[src/rtl/keypad_scan_encoder_if.sv]
`default_nettype none
// ============================================================================
// Module      : keypad_scan_encoder_if
// Description : Bundle of key-matrix pins and the key-code valid/ready
//               handshake between the keypad scanner and the calculator core.
//               The scanner uses the master modport and the core (or a test
//               environment) uses the slave modport.
// Revision    : 1.0 - initial release
// ============================================================================
interface keypad_scan_encoder_if;
   logic [3:0] JM1222HM_cols;   // matrix columns, active-low, asynchronous
   logic [3:0] JM1222HM_rows;   // matrix row drive, one-hot-low
   logic [3:0] JM1222HM_code;   // key code {row, col}
   logic       JM1222HM_valid;  // code holds an unconsumed key
   logic       JM1222HM_ready;  // consumer accepts the code
   logic       JM1222HM_ovf;    // a press was dropped while valid was pending

   modport master (
      input  JM1222HM_cols,
      input  JM1222HM_ready,
      output JM1222HM_rows,
      output JM1222HM_code,
      output JM1222HM_valid,
      output JM1222HM_ovf
   );

   modport slave (
      output JM1222HM_cols,
      output JM1222HM_ready,
      input  JM1222HM_rows,
      input  JM1222HM_code,
      input  JM1222HM_valid,
      input  JM1222HM_ovf
   );
endinterface
`default_nettype wire

[src/rtl/keypad_scan_encoder.sv]
`default_nettype none
// ============================================================================
// Module      : keypad_scan_encoder
// Description : Scans a 4x4 active-low key matrix one row at a time,
//               debounces a single pressed key, and hands a 4-bit code
//               {row, col} to the calculator core on a valid/ready handshake.
//               A press that arrives while a code is still pending is dropped
//               and flagged with a one-cycle ovf pulse.
//               Optional macro KEYPAD_REPEAT_EN: while a key stays held, the
//               same code is re-emitted every REPEAT_DLY samples.
// Revision    : 1.0 - initial release
// ============================================================================
module keypad_scan_encoder #(
   parameter int SCAN_DIV     = 1000,  // cycles per row, >= 4
   parameter int DEBOUNCE_CNT = 8      // agreeing samples for press/release, >= 1
`ifdef KEYPAD_REPEAT_EN
   ,parameter int REPEAT_DLY  = 64     // samples between auto-repeat codes
`endif
) (
   input  wire logic             JM1222HM_clk,
   input  wire logic             JM1222HM_rst,
   keypad_scan_encoder_if.master kp
);

   localparam int DIV_W = $clog2(SCAN_DIV);
   localparam int DB_W  = $clog2(DEBOUNCE_CNT + 1);
`ifdef KEYPAD_REPEAT_EN
   localparam int RP_W  = $clog2(REPEAT_DLY + 1);
`endif

   typedef enum logic [1:0] {
      ST_SCAN     = 2'd0,
      ST_DEBOUNCE = 2'd1,
      ST_HELD     = 2'd2
   } state_t;

   state_t            state_q;
   logic [3:0]        sync1_q;
   logic [3:0]        sync2_q;
   logic [DIV_W-1:0]  div_q;
   logic [3:0]        rows_q;
   logic [DB_W-1:0]   stable_q;
   logic [DB_W-1:0]   rel_q;
   logic [3:0]        cand_q;
   logic [3:0]        code_q;
   logic              valid_q;
   logic              ovf_q;
`ifdef KEYPAD_REPEAT_EN
   logic [RP_W-1:0]   rep_q;
`endif

   logic              w_sample;
   logic              w_single;
   logic [1:0]        w_col;
   logic [1:0]        w_row;
   logic              w_same;
   logic              w_all_high;
   logic              w_emit;
   logic [3:0]        w_new_code;

   assign w_sample   = (div_q == DIV_W'(SCAN_DIV - 1));
   assign w_all_high = (sync2_q == 4'b1111);
   assign w_same     = w_single && (w_col == cand_q[1:0]);

   // Decode the synchronized columns (exactly one low bit is a key) and the
   // currently driven row index.
   always_comb begin
      w_single = 1'b1;
      w_col    = 2'd0;
      case (sync2_q)
         4'b1110: w_col = 2'd0;
         4'b1101: w_col = 2'd1;
         4'b1011: w_col = 2'd2;
         4'b0111: w_col = 2'd3;
         default: w_single = 1'b0;
      endcase
      case (rows_q)
         4'b1101: w_row = 2'd1;
         4'b1011: w_row = 2'd2;
         4'b0111: w_row = 2'd3;
         default: w_row = 2'd0;
      endcase
   end

   // Decide whether this sample produces a key code and which code it is.
   always_comb begin
      w_emit     = 1'b0;
      w_new_code = cand_q;
      if (w_sample) begin
         case (state_q)
            ST_SCAN: begin
               w_emit     = w_single && (DEBOUNCE_CNT == 1);
               w_new_code = {w_row, w_col};
            end
            ST_DEBOUNCE: w_emit = w_same && (stable_q == DB_W'(DEBOUNCE_CNT - 1));
`ifdef KEYPAD_REPEAT_EN
            ST_HELD:     w_emit = w_same && (rep_q == RP_W'(REPEAT_DLY - 1));
`endif
            default:     w_emit = 1'b0;
         endcase
      end
   end

   // Scan/debounce state machine with registered row drive and handshake outputs.
   always_ff @(posedge JM1222HM_clk) begin
      if (JM1222HM_rst) begin
         state_q  <= ST_SCAN;
         sync1_q  <= 4'b1111;
         sync2_q  <= 4'b1111;
         div_q    <= '0;
         rows_q   <= 4'b1110;
         stable_q <= '0;
         rel_q    <= '0;
         cand_q   <= 4'd0;
         code_q   <= 4'd0;
         valid_q  <= 1'b0;
         ovf_q    <= 1'b0;
`ifdef KEYPAD_REPEAT_EN
         rep_q    <= '0;
`endif
      end else begin
         sync1_q <= kp.JM1222HM_cols;
         sync2_q <= sync1_q;
         div_q   <= w_sample ? '0 : div_q + DIV_W'(1);

         // Handshake: consume first, a same-cycle emit may reload.
         ovf_q <= 1'b0;
         if (valid_q && kp.JM1222HM_ready) begin
            valid_q <= 1'b0;
         end
         if (w_emit) begin
            if (!valid_q || kp.JM1222HM_ready) begin
               code_q  <= w_new_code;
               valid_q <= 1'b1;
            end else begin
               ovf_q   <= 1'b1;
            end
         end

         if (w_sample) begin
            case (state_q)
               ST_SCAN: begin
                  if (w_single) begin
                     cand_q <= {w_row, w_col};
                     if (DEBOUNCE_CNT == 1) begin
                        state_q <= ST_HELD;
                        rel_q   <= '0;
                     end else begin
                        state_q  <= ST_DEBOUNCE;
                        stable_q <= DB_W'(1);
                     end
`ifdef KEYPAD_REPEAT_EN
                     rep_q <= '0;
`endif
                  end else begin
                     rows_q <= {rows_q[2:0], rows_q[3]};
                  end
               end
               ST_DEBOUNCE: begin
                  if (w_same) begin
                     if (stable_q == DB_W'(DEBOUNCE_CNT - 1)) begin
                        state_q  <= ST_HELD;
                        stable_q <= '0;
                        rel_q    <= '0;
`ifdef KEYPAD_REPEAT_EN
                        rep_q    <= '0;
`endif
                     end else begin
                        stable_q <= stable_q + DB_W'(1);
                     end
                  end else begin
                     state_q  <= ST_SCAN;
                     stable_q <= '0;
                     rows_q   <= {rows_q[2:0], rows_q[3]};
                  end
               end
               ST_HELD: begin
                  if (w_all_high) begin
                     if (rel_q == DB_W'(DEBOUNCE_CNT - 1)) begin
                        state_q <= ST_SCAN;
                        rel_q   <= '0;
                        rows_q  <= {rows_q[2:0], rows_q[3]};
                     end else begin
                        rel_q <= rel_q + DB_W'(1);
                     end
                  end else begin
                     rel_q <= '0;
                  end
`ifdef KEYPAD_REPEAT_EN
                  // Only an unchanged single-key pattern keeps the repeat count.
                  if (w_same) begin
                     rep_q <= (rep_q == RP_W'(REPEAT_DLY - 1)) ? '0 : rep_q + RP_W'(1);
                  end else begin
                     rep_q <= '0;
                  end
`endif
               end
               default: state_q <= ST_SCAN;
            endcase
         end
      end
   end

   assign kp.JM1222HM_rows  = rows_q;
   assign kp.JM1222HM_code  = code_q;
   assign kp.JM1222HM_valid = valid_q;
   assign kp.JM1222HM_ovf   = ovf_q;

endmodule
`default_nettype wire
[src/flat_wrapper.sv]
// flat-port wrapper written by rule: the top's interface ports become plain ports
module keypad_scan_encoder_flat 
#(
   parameter int SCAN_DIV     = 1000,                         
   parameter int DEBOUNCE_CNT = 8                                                 

)
  (JM1222HM_clk, JM1222HM_rst, kp_JM1222HM_cols, kp_JM1222HM_ready, kp_JM1222HM_rows, kp_JM1222HM_code, kp_JM1222HM_valid, kp_JM1222HM_ovf);
  keypad_scan_encoder_if kp_i ();
  input  wire logic JM1222HM_clk;
  input  wire logic JM1222HM_rst;
  input wire logic [$bits(kp_i.JM1222HM_cols)-1:0] kp_JM1222HM_cols;
  input wire logic [$bits(kp_i.JM1222HM_ready)-1:0] kp_JM1222HM_ready;
  output wire logic [$bits(kp_i.JM1222HM_rows)-1:0] kp_JM1222HM_rows;
  output wire logic [$bits(kp_i.JM1222HM_code)-1:0] kp_JM1222HM_code;
  output wire logic [$bits(kp_i.JM1222HM_valid)-1:0] kp_JM1222HM_valid;
  output wire logic [$bits(kp_i.JM1222HM_ovf)-1:0] kp_JM1222HM_ovf;
  assign kp_i.JM1222HM_cols = kp_JM1222HM_cols;
  assign kp_i.JM1222HM_ready = kp_JM1222HM_ready;
  assign kp_JM1222HM_rows = kp_i.JM1222HM_rows;
  assign kp_JM1222HM_code = kp_i.JM1222HM_code;
  assign kp_JM1222HM_valid = kp_i.JM1222HM_valid;
  assign kp_JM1222HM_ovf = kp_i.JM1222HM_ovf;
  keypad_scan_encoder #(.SCAN_DIV(SCAN_DIV), .DEBOUNCE_CNT(DEBOUNCE_CNT)) u_core (.JM1222HM_clk(JM1222HM_clk), .JM1222HM_rst(JM1222HM_rst), .kp(kp_i));
endmodule
[config.mk]
export PLATFORM = sky130hd
export DESIGN_NAME = keypad_scan_encoder_flat
export DESIGN_NICKNAME = d
export VERILOG_FILES = /design/src/rtl/keypad_scan_encoder_if.sv /design/src/rtl/keypad_scan_encoder.sv /design/src/flat_wrapper.sv
export SDC_FILE = /design/constraint.sdc
export NUM_CORES = 1
export LEC_CHECK = 0
export CAP_MARGIN = 20
export CORE_UTILIZATION = 61
export DETAILED_ROUTE_END_ITERATION = 10
export GPL_ROUTABILITY_DRIVEN = 0
export MAX_ROUTING_LAYER = met4
export PLACE_DENSITY = 0.93
export SETUP_SLACK_MARGIN = 0.15
export SLEW_MARGIN = 40
export SYNTH_ARGS = -nofsm -noshare
export SYNTH_HDL_FRONTEND = slang
export SYNTH_SLANG_ARGS = --single-unit
[constraint.sdc]
create_clock -name JM1222HM_clk -period 3.95 [get_ports JM1222HM_clk]
set_input_delay 0.79 -clock JM1222HM_clk [delete_from_list [all_inputs] [get_ports JM1222HM_clk]]
set_output_delay 0.79 -clock JM1222HM_clk [all_outputs]
set_load 0.005 [all_outputs]
==> results of run 1 <==
==> cells by family (layout without fill, tap and decap cells) <==
| group | after synthesis | after routing | synth area share (%) |
|---|---|---|---|
| AOI/OAI and AO/OA | 47 | 47 | 16.5 |
| adders and majority gates | 6 | 6 | 3.59 |
| xor gates and xnor gates | 10 | 10 | 4.19 |
| DFF | 42 | 42 | 40.2 |
| muxes | 11 | 11 | 5.45 |
| buffers and inverters | 13 | 32 | 2.46 |
| and+or+nand+nor | 102 | 102 | 27.6 |
==> sequential cells by signal, indices dropped and copies added (netlist names) <==
name and count:
u_core.div_q 10, u_core.cand_q 4, u_core.kp.JM1222HM_code 4, u_core.kp.JM1222HM_rows 4, u_core.rel_q 4, u_core.stable_q 4
u_core.sync1_q 4, u_core.sync2_q 4, u_core.state_q 2, u_core.kp.JM1222HM_ovf 1, u_core.kp.JM1222HM_valid 1
==> cell type report <==
cell class                 count  area [µm²]  area share (%)
tap                           44        55.1            2.34
clock inverter                 3        23.8            1.01
timing repair buffer          17         168            7.14
clock buffer                   5        37.5            1.60
inverter                       7        26.3            1.12
sequential                    42         841            35.8
multi-input combinational    176        1200            51.0
==> worst max path at each step <==
stage	from	endpoint	slack [ps]
detailed placement	JM1222HM_rst	u_core.sync1_q[1]	1770
CTS	u_core.div_q[0]	u_core.rel_q[3]	1720
global placement	JM1222HM_rst	u_core.sync1_q[3]	1800
global route	u_core.div_q[0]	u_core.rel_q[3]	1500
floorplan	u_core.div_q[0]	u_core.rel_q[2]	2120
finish	u_core.div_q[0]	u_core.rel_q[3]	1690
==> worst max-delay path, delay by kind of cell (launching register included) <==
family	cells	cell delay [ps]
flops	1	410
simple gates	4	1250
compound gates	1	260
fa+ha+maj	1	260
==> where the power goes <==
part           leakage [nW]  internal, mW  switching, mW
Sequential            0.341         0.430        0.00660
Clock                0.0278        0.0713          0.152
Combinational         0.531        0.0173         0.0206
==> stage by stage <==
stage,cells,util (%)
after floorplan,231,-
after global placement,286,72.5
after detailed placement,286,72.5
after CTS,294,74.5
after global routing,294,74.5
final,294,74.5
==> cell usage in the layout, fill, tap and decap left out, types with 4 or more instances in the layout <==
cell,instances
nand2_1,19
clkbuf_4,5
dfxtp_1,42
ha_1,6
nand3_1,16
xor2_1,5
o21ai_0,7
nand2b_1,4
inv_1,7
xnor2_1,5
nor2_1,20
mux2i_1,8
a21oi_1,16
clkdlybuf4s50_1,16
or2_2,9
and3_1,5
==> metal layers <==
layer	vias to the layer above	GRT usage (%)	wire length [µm]	part of all wire, %
met2	31	44.0	1970	47
li1	880	-	-	-
met4	0	7.14	51	1.2
met1	823	32.0	1960	47
met5	-	-	0	0
met3	7	6.40	166	4.0
==> Yosys cell counts, types with 2 or more instances <==
| cell | n | share of area [%] |
|---|---|---|
| or3_1 | 3 | 0.90 |
| nor3_1 | 3 | 0.72 |
| o31ai_1 | 2 | 0.72 |
| ha_1 | 6 | 3.6 |
| dfxtp_1 | 42 | 40 |
| mux2_2 | 3 | 1.6 |
| nand2b_1 | 4 | 1.2 |
| buf_2 | 2 | 0.48 |
| nand2_1 | 19 | 3.4 |
| xor2_1 | 5 | 2.1 |
| o32ai_1 | 2 | 0.84 |
| o21ai_0 | 7 | 1.7 |
| nand3b_1 | 2 | 0.72 |
| xnor2_1 | 5 | 2.1 |
| a31oi_1 | 3 | 0.90 |
| nor4_1 | 2 | 0.60 |
| and3_1 | 5 | 1.5 |
| nand3_1 | 16 | 3.8 |
| clkbuf_1 | 4 | 0.72 |
| a21o_1 | 2 | 0.72 |
| nor2_1 | 20 | 3.6 |
| o2111a_1 | 2 | 1.1 |
| a21oi_1 | 16 | 3.8 |
| nand4b_1 | 3 | 1.3 |
| nand4_1 | 2 | 0.60 |
| mux2i_1 | 8 | 3.8 |
| o221ai_1 | 2 | 0.84 |
| inv_1 | 7 | 1.3 |
| and2_1 | 3 | 0.90 |
| or2_2 | 9 | 2.7 |
| and3b_1 | 2 | 0.84 |
==> results.toml, run 1 <==
[status]
status = "completed"

[cts]
cts_setup_buffers = 0
clk_path_buf_depth = 2
numCtsBuffers = 5
clkLatencyLatePin_ps = 370
cts_resized = 0
cts_root_buffer = "clkbuf_4"
htreeDepth = 2
cts_tree = "done"
postCtsHoldBufs = 0
path_clk_slew_ps = 140
clock-sinks = 42

[job]
maxCapViolCount = 0

[timing]
fin_crit_ps = 2260
max_freq_mhz = 442
holdWs_ps = 424
hold_violations = 0
slew_headroom_pct = 61.5
tightestPinTransition_ps = 573
post-route-period-util_pct = 57.2
tns_ps = 0
skew_ps = 11.5
setup_viol = 0
drv_slew = 0
rsz0062_at_grt = "false"
setup_slack_ps = 1690

[worst_setup_path]
cp_max_fo = 7
r2r_end = "u_core.rel_q[3]"
worst_ep_required_time_ps = 4220
critical_path_class = "flop to flop"
rr_worst_depth = 6
cp.arrival_ps = 2530
worstSetupEndpointType = "flop"
crit_path_cell_trace = "ha_1, nand4b_1, nor3_2, nand3_1, and2_1, o32ai_1"
cp-start-kind = "flop"
slowest_stage = "nor3_2"
reg2reg_from = "u_core.div_q[0]"
r2r_slack_ps = 1690
cp_slowest_stage_delay_ps = 420

[power]
finalPower_uw = 697
vdd_drop_max_mv = 0.312
p_leak_nw = 0.900
power.density_mw_per_mm2 = 297

[worst_hold_path]
worstHoldStart = "u_core.sync1_q[2]"
hold_class = "flop to flop"
hold-path-cell-count = 1
hold_end = "u_core.sync2_q[2]"

[place]
place_hpwl_um = 2950
place_area_mm2 = 0.00229
place_ws_ps = 1770
port_buffers = 16

[grt]
grt_pass1_wl_um = 6930
grtUsageTotal_pct = 26.4
grt_remaining_overflow = 0
grt_max_degree = 22
grt_pass1_vias = 1588
antenna_found_initial = 0

[routing]
drt-initial-drc-count = 69
wl_um = 4140
drc = 0
dr.pass1.iters = 4
vias = 1741
ant_nets = 0
wl_per_cell_um = 14.1
viasPerCell = 5.92

[synthesis]
yosys_warnings = 0
ys_seq_area_share_pct = 40.2
synth_cells = 231
syn_area_mm2 = 0.00209
syn-num-nets = 244
synth_ff_type = "dfxtp_1"
ys_ff_latch = 42
async_flop_share_pct = 0
synth_enable_flop_cells = 0
synthDistinctLibCells = 51
avgSynthCellArea_um2 = 9.05

[die]
core_mm2 = 0.00315
rows = 20
start_util_pct = 66.3
die_area_mm2 = 0.00366
die_height_um = 60.5
io_pins = 17
die_x_um = 60.5

[finish]
fillCellCount = 222
drive_gt1_share_pct = 12.0
antenna_cells = 0
fin_area_mm2 = 0.00235
fin_nets = 262
area_growth_syn_to_layout_pct = 12.4
Power figures use the tool's default switching activity.
==> inputs of run 2 (changes only) <==
--- a/config.mk
+++ b/config.mk
@@ -6,11 +6,11 @@
 export NUM_CORES = 1
 export LEC_CHECK = 0
 export CAP_MARGIN = 20
-export CORE_UTILIZATION = 61
+export CORE_UTILIZATION = 57
 export DETAILED_ROUTE_END_ITERATION = 10
 export GPL_ROUTABILITY_DRIVEN = 0
 export MAX_ROUTING_LAYER = met4
-export PLACE_DENSITY = 0.93
+export PLACE_DENSITY = 0.88
 export SETUP_SLACK_MARGIN = 0.15
 export SLEW_MARGIN = 40
 export SYNTH_ARGS = -nofsm -noshare
==> constraint.sdc (replaced) <==
create_clock -name JM1222HM_clk -period 2.3 [get_ports JM1222HM_clk]
set_input_delay 0.46 -clock JM1222HM_clk [delete_from_list [all_inputs] [get_ports JM1222HM_clk]]
set_output_delay 0.46 -clock JM1222HM_clk [all_outputs]
set_load 0.005 [all_outputs]
==> run 2 against run 1 <==
Count of clock-buffer cells in the layout increased by 1; sequential share of layout area shrank 1.1 points; register-to-register slack lost 1500 ps; cell count rose by 2.0%; wire length is 6.8% higher; sequential power is 72% higher; clock power up 110%; global-route usage fell by 2.4 points; critical path type unchanged; critical endpoint is now u_core.kp.JM1222HM_rows[1]; highest routed layer unchanged.
==> results.toml, run 2 (same netlist as run 1, synthesis figures left out) <==
[timing]
rsz0062_at_grt = "true"
post-route-period-util_pct = 91.2
skew_ps = 9.41
fin_crit_ps = 2100
setup_viol = 0
hold_violations = 0
drv_slew = 0
tightestPinTransition_ps = 599
slew_headroom_pct = 59.7
tns_ps = 0
setup_slack_ps = 203
max_freq_mhz = 477

[routing]
drc = 0
dr.pass1.iters = 4
wl_per_cell_um = 14.7
drt-initial-drc-count = 109
vias = 1756
ant_nets = 0
viasPerCell = 5.85
wl_um = 4420

[worst_setup_path]
r2r_slack_ps = 200
r2r_end = "u_core.kp.JM1222HM_rows[1]"
critical_path_class = "flop to flop"
cp_num_buf_inv = 1
crit_end = "u_core.kp.JM1222HM_rows[1]"
crit_family = "simple AND/OR/NAND/NOR gates"
slowest_stage = "nor3_4"
rr_worst_depth = 7
reg2reg_from = "u_core.div_q[1]"
worst_ep_required_time_ps = 2560
cp_max_fo = 5
worstSetupEndpointType = "flop"
startpoint = "u_core.div_q[1]"
crit_path_cell_trace = "ha_2, nand4b_1, nor3_4, buf_4, nand2_1, a211o_2, mux2i_1"
cp_slowest_stage_delay_ps = 400
cp.depth = 7
cp.arrival_ps = 2360
cp-start-kind = "flop"

[cts]
htreeDepth = 2
path_clk_slew_ps = 130
numCtsBuffers = 5
cts_tree = "done"
clkLatencyLatePin_ps = 360
clk_path_buf_depth = 2
cts_root_buffer = "clkbuf_4"
clock-sinks = 42
postCtsHoldBufs = 0

[finish]
final_cell_mix = "dfxtp_1, nor2_1, nand2_1"
fillCellCount = 253
largest_register_ffs = 10
antenna_cells = 0
multiInputGateArea_mm2 = 0.00123
seq_area_um2 = 842
layout_commonest_cell = "dfxtp_1"
fin_nets = 266
final_cells = 300
top_register = "u_core.div_q"
drive_gt1_share_pct = 14.6
area_growth_syn_to_layout_pct = 16.3

[die]
rows = 21
core_mm2 = 0.00342
io_pins = 17
die_area_mm2 = 0.00391
start_util_pct = 61.2
die_height_um = 62.5
die_x_um = 62.5

[power]
vdd_drop_max_mv = 0.431
power.density_mw_per_mm2 = 534
p_leak_nw = 0.929

[place]
dp.cells = 289
place_hpwl_um = 3100
port_buffers = 16
place_ws_ps = 212

[grt]
grt_remaining_overflow = 0
grt_pass1_vias = 1629
grt_pass1_wl_um = 7250
grtUsageTotal_pct = 24.0
grt_max_degree = 15
antenna_found_initial = 0

[worst_hold_path]
hold_class = "flop to flop"

[job]
maxCapViolCount = 0

[status]
status = "completed"
[run 2: changes by cell type in the layout (fill, tap and decap cells not counted), sizes merged]
cell	delta
inv	-1
clkbuf	+1
clkinvlp	-1
bufinv	+1
buf	+4
[run 2: report_power, final]
group          leakage [nW]  internal [mW]  switching [mW]
registers             0.341          0.739          0.0119
logic                 0.550         0.0312          0.0370
clock network        0.0385          0.229           0.249
total                 0.929          0.999           0.298
[run 2: how the worst min path moves through the flow]
| stage | startpoint | endpoint | slack [ps] | depth (start not counted) |
|---|---|---|---|---|
| floorplan | u_core.sync1_q[0] | u_core.sync2_q[0] | 390 | 1 |
| global placement | u_core.sync1_q[1] | u_core.sync2_q[1] | 390 | 1 |
| detailed placement | u_core.sync1_q[2] | u_core.sync2_q[2] | 400 | 1 |
| CTS | u_core.sync1_q[2] | u_core.sync2_q[2] | 430 | 1 |
| global route | u_core.sync1_q[1] | u_core.sync2_q[1] | 450 | 1 |
| finish | u_core.sync1_q[2] | u_core.sync2_q[2] | 430 | 1 |
[run 2: repair_timing]
item / in CTS / in global routing
gates resized for setup: 0 / 6
buffers inserted: 0 / 3
setup endpoints to repair: 0 / 7
[run 2: cell type report]
cell class / count / share of cell area, %
sequential: 42 / 34.7
clock inverter: 2 / 1.54
inverter: 7 / 1.08
timing repair buffer: 21 / 8.14
clock buffer: 6 / 1.70
multi-input combinational: 176 / 50.5
tap: 46 / 2.37
[run 2: stage by stage]
step / hold slack, ps / power [mW] / utilization, % / area (µm²)
after floorplan: 389 / 0.808 / - / 2090
after global placement: 393 / 0.829 / 67.3 / 2300
after detailed placement: 396 / 0.832 / 67.3 / 2300
after CTS: 426 / 1.30 / 69.6 / 2380
after global routing: 454 / 1.34 / 71.1 / 2430
final: 431 / 1.30 / 71.1 / 2430
[run 2: per-layer routing]
layer / GRT usage, % / vias to the layer above / share of wire (%)
met1: 28.1 / 829 / 46
met4: 10.5 / 0 / 2.1
met2: 38.7 / 33 / 48
met5: - / - / 0
li1: - / 883 / -
met3: 6.20 / 11 / 4.3
